### src/rtl/riscv_pkg.sv
// Shared definitions for the instruction fetch path.
//   fetch_state_t      : fetch controller states (IDLE, WAIT, VALID, ERR)
//   NOP_INSTR          : canonical NOP (addi x0, x0, 0) loaded into the IR on reset
//   DEFAULT_INITIAL_PC : reset value of the program counter
//   PC_INCR            : sequential PC step in bytes
package riscv_pkg;

    typedef enum logic [1:0] {
        IDLE  = 2'd0,
        WAIT  = 2'd1,
        VALID = 2'd2,
        ERR   = 2'd3
    } fetch_state_t;

    localparam logic [31:0] NOP_INSTR          = 32'h0000_0013;
    localparam logic [31:0] DEFAULT_INITIAL_PC = 32'h0040_0000;
    localparam logic [31:0] PC_INCR            = 32'd4;

endpackage

### src/rtl/pc_next_logic.sv
// Next-PC selection, shared with the datapath branch-target path.
// Ports:
//   pc            in  32  current program counter
//   pc_src        in   1  0: sequential (pc + 4), 1: branch (pc + branch_offset)
//   branch_offset in  32  sign-extended byte offset
//   next_pc       out 32  selected next PC, wraps modulo 2^32
module pc_next_logic
    import riscv_pkg::*;
(
    input  logic [31:0] pc,
    input  logic        pc_src,
    input  logic [31:0] branch_offset,
    output logic [31:0] next_pc
);

    // Plain 32-bit adds: overflow wraps silently, no carry is reported.
    assign next_pc = pc_src ? (pc + branch_offset) : (pc + PC_INCR);

endmodule

### src/rtl/instr_fetch_unit.sv
// Instruction fetch unit: owns the PC, issues instruction-memory reads over a
// req/ready handshake with arbitrary wait states, and holds the fetched word in
// the instruction register while the control FSM decodes and executes it.
// Optional feature macro: FETCH_TIMEOUT_EN (bounded WAIT with timeout_err).
// Ports:
//   clk, rst          in      clock; synchronous active-high reset
//   fetch_start       in   1  fetch request from the control FSM
//   loadPC            in   1  commit PC update
//   PCSrc             in   1  0: PC+4, 1: PC+branch_offset
//   branch_offset     in  32  sign-extended byte offset
//   imem_req          out  1  read request (high exactly while in WAIT)
//   imem_addr         out 32  read address, stable while imem_req is high
//   imem_ready        in   1  imem_rdata is valid this cycle
//   imem_rdata        in  32  instruction word
//   PC                out 32  program counter
//   instr             out 32  instruction register
//   instr_valid       out  1  instr holds the word fetched from PC
//   fetch_busy        out  1  high while waiting on memory
//   misalign_err      out  1  sticky: fetch address not word aligned
//   timeout_err       out  1  sticky: memory did not answer in time
module instr_fetch_unit
    import riscv_pkg::*;
#(
    parameter logic [31:0] INITIAL_PC     = DEFAULT_INITIAL_PC,
    parameter int unsigned TIMEOUT_CYCLES = 16
)(
    input  logic        clk,
    input  logic        rst,
    input  logic        fetch_start,
    input  logic        loadPC,
    input  logic        PCSrc,
    input  logic [31:0] branch_offset,
    output logic        imem_req,
    output logic [31:0] imem_addr,
    input  logic        imem_ready,
    input  logic [31:0] imem_rdata,
    output logic [31:0] PC,
    output logic [31:0] instr,
    output logic        instr_valid,
    output logic        fetch_busy,
    output logic        misalign_err,
    output logic        timeout_err
);

    fetch_state_t state, state_n;
    logic [31:0]  next_pc, fetch_addr;
    logic [31:0]  pc_n, instr_n, addr_n;
    logic         misalign_n;
    logic         timeout_hit;

    pc_next_logic u_pc_next (
        .pc            (PC),
        .pc_src        (PCSrc),
        .branch_offset (branch_offset),
        .next_pc       (next_pc)
    );

    // A fetch issued together with loadPC targets the updated PC.
    assign fetch_addr = loadPC ? next_pc : PC;

    // Handshake outputs decode straight from the state flop, so they are
    // glitch-free registered signals and drop the cycle after leaving WAIT.
    assign imem_req    = (state == WAIT);
    assign fetch_busy  = (state == WAIT);
    assign instr_valid = (state == VALID);

`ifdef FETCH_TIMEOUT_EN
    localparam logic [7:0] TIMEOUT_LAST = 8'(TIMEOUT_CYCLES - 1);

    logic [7:0] wait_cnt;

    // Held at zero outside WAIT, so it is already clear on every WAIT entry.
    always_ff @(posedge clk) begin
        if (rst) begin
            wait_cnt    <= '0;
            timeout_err <= 1'b0;
        end else begin
            if (state != WAIT)
                wait_cnt <= '0;
            else if (!imem_ready)
                wait_cnt <= wait_cnt + 8'd1;
            if (timeout_hit)
                timeout_err <= 1'b1;
        end
    end

    // A ready arriving on the last allowed cycle still completes normally.
    assign timeout_hit = (state == WAIT) && !imem_ready && (wait_cnt == TIMEOUT_LAST);
`else
    logic unused_timeout;

    assign timeout_hit    = 1'b0;
    assign timeout_err    = 1'b0;
    assign unused_timeout = ^TIMEOUT_CYCLES;
`endif

    // NOTE: sequential state uses non-blocking assignments so every flop
    // samples the pre-edge values regardless of statement order.
    always_ff @(posedge clk) begin
        if (rst) begin
            state        <= IDLE;
            PC           <= INITIAL_PC;
            instr        <= NOP_INSTR;
            imem_addr    <= '0;
            misalign_err <= 1'b0;
        end else begin
            state        <= state_n;
            PC           <= pc_n;
            instr        <= instr_n;
            imem_addr    <= addr_n;
            misalign_err <= misalign_n;
        end
    end

    always_comb begin
        // NOTE: every output of this block gets a hold default first, so no
        // path through the case statement can infer a latch.
        state_n    = state;
        pc_n       = PC;
        instr_n    = instr;
        addr_n     = imem_addr;
        misalign_n = misalign_err;

        case (state)
            IDLE: begin
                if (loadPC)
                    pc_n = next_pc;
                if (fetch_start) begin
                    if (fetch_addr[1:0] != 2'b00) begin
                        misalign_n = 1'b1;
                        state_n    = ERR;
                    end else begin
                        addr_n  = fetch_addr;
                        state_n = WAIT;
                    end
                end
            end
            WAIT: begin
                // fetch_start and loadPC are deliberately ignored here.
                if (imem_ready) begin
                    instr_n = imem_rdata;
                    state_n = VALID;
                end else if (timeout_hit) begin
                    state_n = ERR;
                end
            end
            VALID: begin
                // loadPC wins; a simultaneous fetch_start is dropped. A plain
                // re-fetch skips the alignment check: PC was checked already.
                if (loadPC) begin
                    pc_n    = next_pc;
                    state_n = IDLE;
                end else if (fetch_start) begin
                    addr_n  = PC;
                    state_n = WAIT;
                end
            end
            ERR: begin
                state_n = ERR;
            end
            default: state_n = IDLE;
        endcase
    end

endmodule

### config.mk
export PLATFORM = sky130hd
export DESIGN_NAME = instr_fetch_unit
export DESIGN_NICKNAME = d
export VERILOG_FILES = /design/src/rtl/riscv_pkg.sv /design/src/rtl/pc_next_logic.sv /design/src/rtl/instr_fetch_unit.sv
export SDC_FILE = /design/constraint.sdc
export NUM_CORES = 1
export LEC_CHECK = 0
export ABC_AREA = 1
export CORE_MARGIN = 3
export CORE_UTILIZATION = 51
export CTS_BUF_LIST = sky130_fd_sc_hd__clkbuf_16
export DETAILED_ROUTE_END_ITERATION = 6
export GPL_TIMING_DRIVEN = 0
export HOLD_SLACK_MARGIN = 0.08
export PLACE_DENSITY = 0.81
export REMOVE_ABC_BUFFERS = 1
export SETUP_SLACK_MARGIN = 0.02
export SLEW_MARGIN = 20
export SYNTH_ARGS = -nofsm -noshare
export SYNTH_HDL_FRONTEND = slang
export SYNTH_SLANG_ARGS = --single-unit
### constraint.sdc
create_clock -name clk -period 2.5 [get_ports clk]
set_input_delay 0.375 -clock clk [delete_from_list [all_inputs] [get_ports clk]]
set_output_delay 0.375 -clock clk [all_outputs]
set_load 0.005 [all_outputs]
==> flow_metrics.py, run 1 <==
metrics = {
    "status": {
        "status": "completed",
    },
    "timing": {
        "clock_skew_ns": 0.00771,
        "post-route-min-period_ns": 2.48,
        "maxSlewViolCount": 0,
        "grt_setup_unrepaired": "yes",
        "worst_slew_pin_slew_ns": 0.841,
        "maxSlewHeadroom_pct": 43.9,
        "worst_hold_slack_ns": 0.420,
        "max_freq_mhz": 403,
        "hold_viol_final": 0,
        "setup_violations": 0,
        "min_period_over_period_pct": 99.2,
    },
    "hold_path": {
        "hp-class": "input port to register",
    },
    "die": {
        "ios": 171,
        "fp-row-count": 43,
        "die_h_microns": 126,
        "start_util_pct": 52.4,
        "core_sq_um": 14000,
        "die_w_microns": 126,
        "die-area_sq_um": 15800,
    },
    "clock_tree": {
        "cts_tree": "done",
        "cts_root_buf": "clkbuf_16",
        "cts.sinks": 99,
        "cts_hold_buf": 0,
        "clk_latency_ns": 0.35,
        "cts_buffers": 9,
        "cts_max_level": 3,
        "cts_buffer_depth": 2,
        "clk_pin_slew_worst_paths_ns": 0.07,
    },
    "pwr": {
        "power_density_nw_per_um2": 778,
        "power_leakage_uw": 0.00427,
        "irDropWorstVdd_v": 0.000488,
    },
    "place": {
        "dpl_cell_area_sq_um": 9050,
        "place_congestion": 0.950,
        "dp_hpwl_microns": 17600,
        "post-place-cells": 1519,
        "portBuffers": 169,
    },
    "synth": {
        "yosysTopAreaCell": "dfxtp_1",
        "netlist_area_sq_um": 7320,
        "synth_cell_types": 48,
        "yosys-top-cells-area": "dfxtp_1 27%, nand2_1 20%, a21oi_1 10%",
        "yosys-top-cells-count": "397 x nand2_1, 152 x a21oi_1, 130 x inv_1",
        "yosysMostFrequentCell": "nand2_1",
        "netlist.area_leader.share_pct": 27.1,
        "postSynthCellCount": 1220,
        "yosysWarnings": 0,
        "synth_ff_type": "dfxtp_1",
        "async_flop_share_pct": 0,
        "synth-edff-count": 0,
        "synth-seq-area-share_pct": 27.1,
        "ys_ff_latch": 99,
        "avgSynthCellArea_sq_um": 6.00,
    },
    "route": {
        "vias": 8504,
        "wl_microns": 25300,
        "wl_per_cell_microns": 16.4,
        "drc": 0,
        "drt-met1-wl_microns": 10700,
        "wl_met3_microns": 2060,
        "top_layer": "met4",
        "drt_iter0_drc": 814,
        "drtPass1Iterations": 7,
        "drtAntennaViolNets": 0,
        "vias_per_cell": 5.52,
        "wl_met2_microns": 11800,
    },
    "final_layout": {
        "antenna_cells": 0,
        "stdcell_count": 1540,
        "final_nets": 1459,
        "regArea_sq_um": 2010,
        "syn_to_final_growth_pct": 31.4,
        "final_area_sq_um": 9630,
        "multiInputGateArea_sq_um": 4830,
        "fin_util_pct": 68.8,
        "drive_gt1_share_pct": 8.60,
        "nFillCells": 1305,
    },
    "critical_path": {
        "max_stage_delay_ns": 0.55,
        "critPathTopFamily": "buffers and inverters",
        "startpoint_type": "input port",
        "cp-end-kind": "register",
        "critical_path_arrival_ns": 2.71,
        "required_ns": 2.73,
        "path_buf_inv": 4,
        "cp_cell_sequence": "buf_2 > nand2_2 > o21ai_2 > inv_1 > nor2_2 > inv_2 > o21ai_4 > buf_6 > nand2_8 > a21oi_1 > a21oi_1",
        "criticalPathCategory": "input port to register",
        "cpMaxStageDelayCell": "buf_2",
        "r2r_slack_ns": 0.12,
        "crit_top_cell": "a21oi_1",
        "critical_path.max_fanout": 32,
    },
    "global_routing": {
        "grt_max_degree": 49,
        "grt_pass1_vias": 7542,
        "overflow": 0,
        "antenna_found_initial": 0,
        "grt_pass1_wl_microns": 38500,
        "grt_usage_pct": 29.7,
    },
    "flow_run": {
        "maxCapViolCount": 0,
    },
}
metal layers:
layer | vias to the layer above | global-route usage, %
li1 | 4218 | -
met1 | 3842 | 40.6
met2 | 384 | 47.9
met3 | 60 | 5.43
met4 | 0 | 9.02
met5 | - | 0
sequential cells by signal (all words and copies together), names as in the netlist:
name and count:
PC 32, misalign_err 1, imem_addr 32, instr 32, state 2
repair_timing:
action                                  CTS  global route
endpoints found under the setup margin   94            52
buffers inserted                          2             1
gates resized for setup                  28            58
cloned                                    3             0
pin swaps                                 3            10
worst paths after layout:
| check | start | endpoint | cells after the start |
|---|---|---|---|
| setup / recovery | PCSrc | imem_addr[4] | 11 |
| hold / removal | rst | instr[14] | 2 |
| setup reg to reg | PC[0] | imem_addr[4] | 11 |
| hold reg to reg | imem_addr[22] | imem_addr[22] | 2 |
stage by stage:
step           TNS (ns)  total power, uW  setup slack, ns
6_report              0             7490           0.0192
3_3_place_gp    -225.46             5700            -3.40
4_1_cts               0             7240           0.0182
2_1_floorplan    -57.87             4270            -1.44
5_1_grt         -0.0531             7990          -0.0499
3_5_place_dp    -139.34             5780            -2.36
placed cells by master, fill, tap and decap left out, types with 4 or more instances in the layout:
cell type	n
a211oi_1	4
a21oi_1	145
a21oi_2	17
a31oi_1	5
clkbuf_16	9
clkdlybuf4s50_1	165
dfxtp_1	82
dfxtp_2	15
ha_1	28
inv_1	127
nand2_1	384
nand2_2	13
nand3_1	63
nand3b_1	6
nand4_1	7
nor2_1	86
nor2_2	8
nor2_4	4
nor3_1	14
o211ai_1	6
o21ai_0	73
o21ai_1	6
o21bai_1	7
or2_2	5
xor2_1	17
cells by family after synthesis:
logic type	count (synthesis)	synth area share [%]
AND/OR/NAND/NOR	604	34.1
AO/OA/AOI/OAI	276	20.5
buffers and inverters	187	10.1
flip-flops	99	27.1
adder cells (fa/ha/maj)	33	5.74
XOR/XNOR	20	2.39
other	1	0.0512
report_power, final:
part	switching (uW)	internal (uW)	total (uW)
registers	437	1920	2360
clock network	637	664	1300
logic	2210	1620	3830
total	3290	4200	7490
final cells by class:
cell class	instances	share of cell area [%]
multi-input combinational	936	50.2
sequential	99	20.9
timing repair buffer	174	18.3
inverter	135	5.55
clock buffer	9	2.34
tap	180	2.34
clock inverter	6	0.351
timing repair inverter	1	0.0780
(Power assumes the default switching activity.)
==> run 2, diff against run 1 <==
- GPL_TIMING_DRIVEN: 0 -> default
==> run 2 against run 1 <==
Hold slack improved by 0.044 ns. Highest routed layer unchanged. Largest power group unchanged. Sequential share of layout area decreased by 1.6 points. Critical endpoint is now imem_addr[1]. Sequential cell count unchanged. Worst setup slack improved by 0.13 ns.
==> flow_metrics.py, run 2 (synthesized netlist as in run 1, its figures left out) <==
metrics = {
    "status": {
        "status": "completed",
    },
    "route": {
        "drc": 0,
        "vias_per_cell": 5.55,
        "wl_microns": 26400,
        "drtPass1Iterations": 6,
        "vias": 9111,
        "wl_per_cell_microns": 16.1,
        "drtAntennaViolNets": 0,
        "drt_iter0_drc": 1051,
    },
    "clock_tree": {
        "cts_buffer_depth": 2,
        "clk_pin_slew_worst_paths_ns": 0.07,
        "cts_buffers": 9,
        "cts_max_level": 3,
        "cts.sinks": 99,
        "cts_root_buf": "clkbuf_16",
        "cts_tree": "done",
        "cts_hold_buf": 0,
        "clk_latency_ns": 0.35,
    },
    "flow_run": {
        "maxCapViolCount": 0,
    },
    "place": {
        "dp_hpwl_microns": 19600,
        "dpl_cell_area_sq_um": 9810,
        "place_congestion": 0.936,
        "portBuffers": 169,
    },
    "critical_path": {
        "r2r_slack_ns": 0.15,
        "reg2reg_depth": 12,
        "regToRegEndpoint": "imem_addr[1]",
        "required_ns": 2.77,
        "critical_path.max_fanout": 6,
        "startpoint_type": "register",
        "critical_path_arrival_ns": 2.62,
        "criticalPathCategory": "register to register",
        "rr_startpoint": "PC[0]",
        "cp-end-kind": "register",
    },
    "pwr": {
        "power_density_nw_per_um2": 779,
        "combPwrFrac_pct": 55.1,
        "p_int_uw": 4700,
        "power_switching_uw": 3310,
        "irDropWorstVdd_v": 0.000468,
        "power_leakage_uw": 0.00479,
        "swShare_pct": 41.3,
        "clock_power_share_pct": 17.7,
        "seq_power_share_pct": 27.3,
    },
    "hold_path": {
        "hp-class": "register to register",
        "min_to": "instr[10]",
        "hp-start": "instr[10]",
        "min_path_cells": 2,
    },
    "timing": {
        "grt_setup_unrepaired": "no",
        "maxSlewHeadroom_pct": 59.2,
        "maxSlewViolCount": 0,
        "post-route-min-period_ns": 2.35,
        "min_period_over_period_pct": 93.9,
        "setup_violations": 0,
        "worst_slew_pin_slew_ns": 0.612,
        "max_freq_mhz": 426,
        "clock_skew_ns": 0.00816,
        "hold_viol_final": 0,
    },
    "final_layout": {
        "fin_util_pct": 73.5,
        "syn_to_final_growth_pct": 40.3,
        "final_cell_mix": "387 x nand2_1, 167 x clkdlybuf4s50_1, 145 x a21oi_1",
        "top_regs": "PC: 32 flops, imem_addr: 32 flops, instr: 32 flops",
        "final_area_sq_um": 10300,
        "mostFrequentLayoutCell": "nand2_1",
        "antenna_cells": 0,
        "drive_gt1_share_pct": 12.7,
        "final_nets": 1559,
    },
    "die": {
        "start_util_pct": 52.4,
        "die-area_sq_um": 15800,
        "die_w_microns": 126,
        "core_sq_um": 14000,
        "fp-row-count": 43,
        "ios": 171,
        "die_h_microns": 126,
    },
    "global_routing": {
        "grt_max_degree": 54,
        "grt_pass1_vias": 8424,
        "grt_usage_pct": 31.8,
        "grt_pass1_wl_microns": 41700,
        "overflow": 0,
        "antenna_found_initial": 0,
    },
}
[run 2: repair_timing]
item	CTS	global route
setup buffers	0	2
resized for setup	0	35
endpoints found under the setup margin	0	38
[run 2: critical path, stage by stage (launching register included)]
cell and delay [ns]:
dfxtp_1 0.39, ha_2 0.23, fa_2 0.43, o21ai_2 0.11
inv_1 0.06, nor2_1 0.08, inv_1 0.06, o21ai_2 0.20
nand2_4 0.15, buf_4 0.18, a21oi_2 0.12, o21ai_0 0.10
a21oi_1 0.14
[run 2: power by group through the flow]
stage	Combinational (uW)	Sequential, uW	Clock (uW)
floorplan	2030	2240	0
global placement	4080	2190	0
detailed placement	4140	2200	0
CTS	4180	2170	1420
global route	4860	2210	1480
finish	4410	2180	1420
[run 2: layout make-up]
cell class                      count  area [sq um]
Fill cell                        1170          3710
Clock buffer                        9           225
Timing Repair Buffer              277          2570
Tap cell                          180           225
Sequential cell                    99          1980
Multi-Input combinational cell    934          4700
Inverter                          135           509
Clock inverter                      7          66.3
[run 2: through the flow]
stage	TNS [ns]	setup WS (ns)	power, uW	hold WS [ns]	std cells
after floorplan	-57.87	-1.44	4270	0.441	1168
after global placement	-6.82	-0.219	6280	0.439	1621
after detailed placement	-8.23	-0.267	6340	0.449	1621
after CTS	0	0.0936	7760	0.467	1637
after global routing	0	0.00406	8540	0.484	1641
final	0	0.153	8010	0.464	1641
[run 2: metal layers]
layer	vias to the layer above	global-route usage, %	wire length [microns]
li1	4431	-	-
met4	0	14.6	1360
met5	-	0	0
met2	509	52.9	12300
met3	89	4.62	2370
met1	4082	40.8	10400
[run 2: how the worst max path moves through the flow]
stage                     slack, ns  depth (start not counted)        startpoint            end
final                          0.15                         12             PC[0]   imem_addr[1]
after global routing          0.004                         17             PC[2]  imem_addr[20]
after CTS                      0.09                         17  branch_offset[0]  imem_addr[30]
after detailed placement      -0.27                         18  branch_offset[0]  imem_addr[30]
after global placement        -0.22                         17  branch_offset[0]  imem_addr[22]
after floorplan               -1.44                          8          state[0]  imem_addr[15]
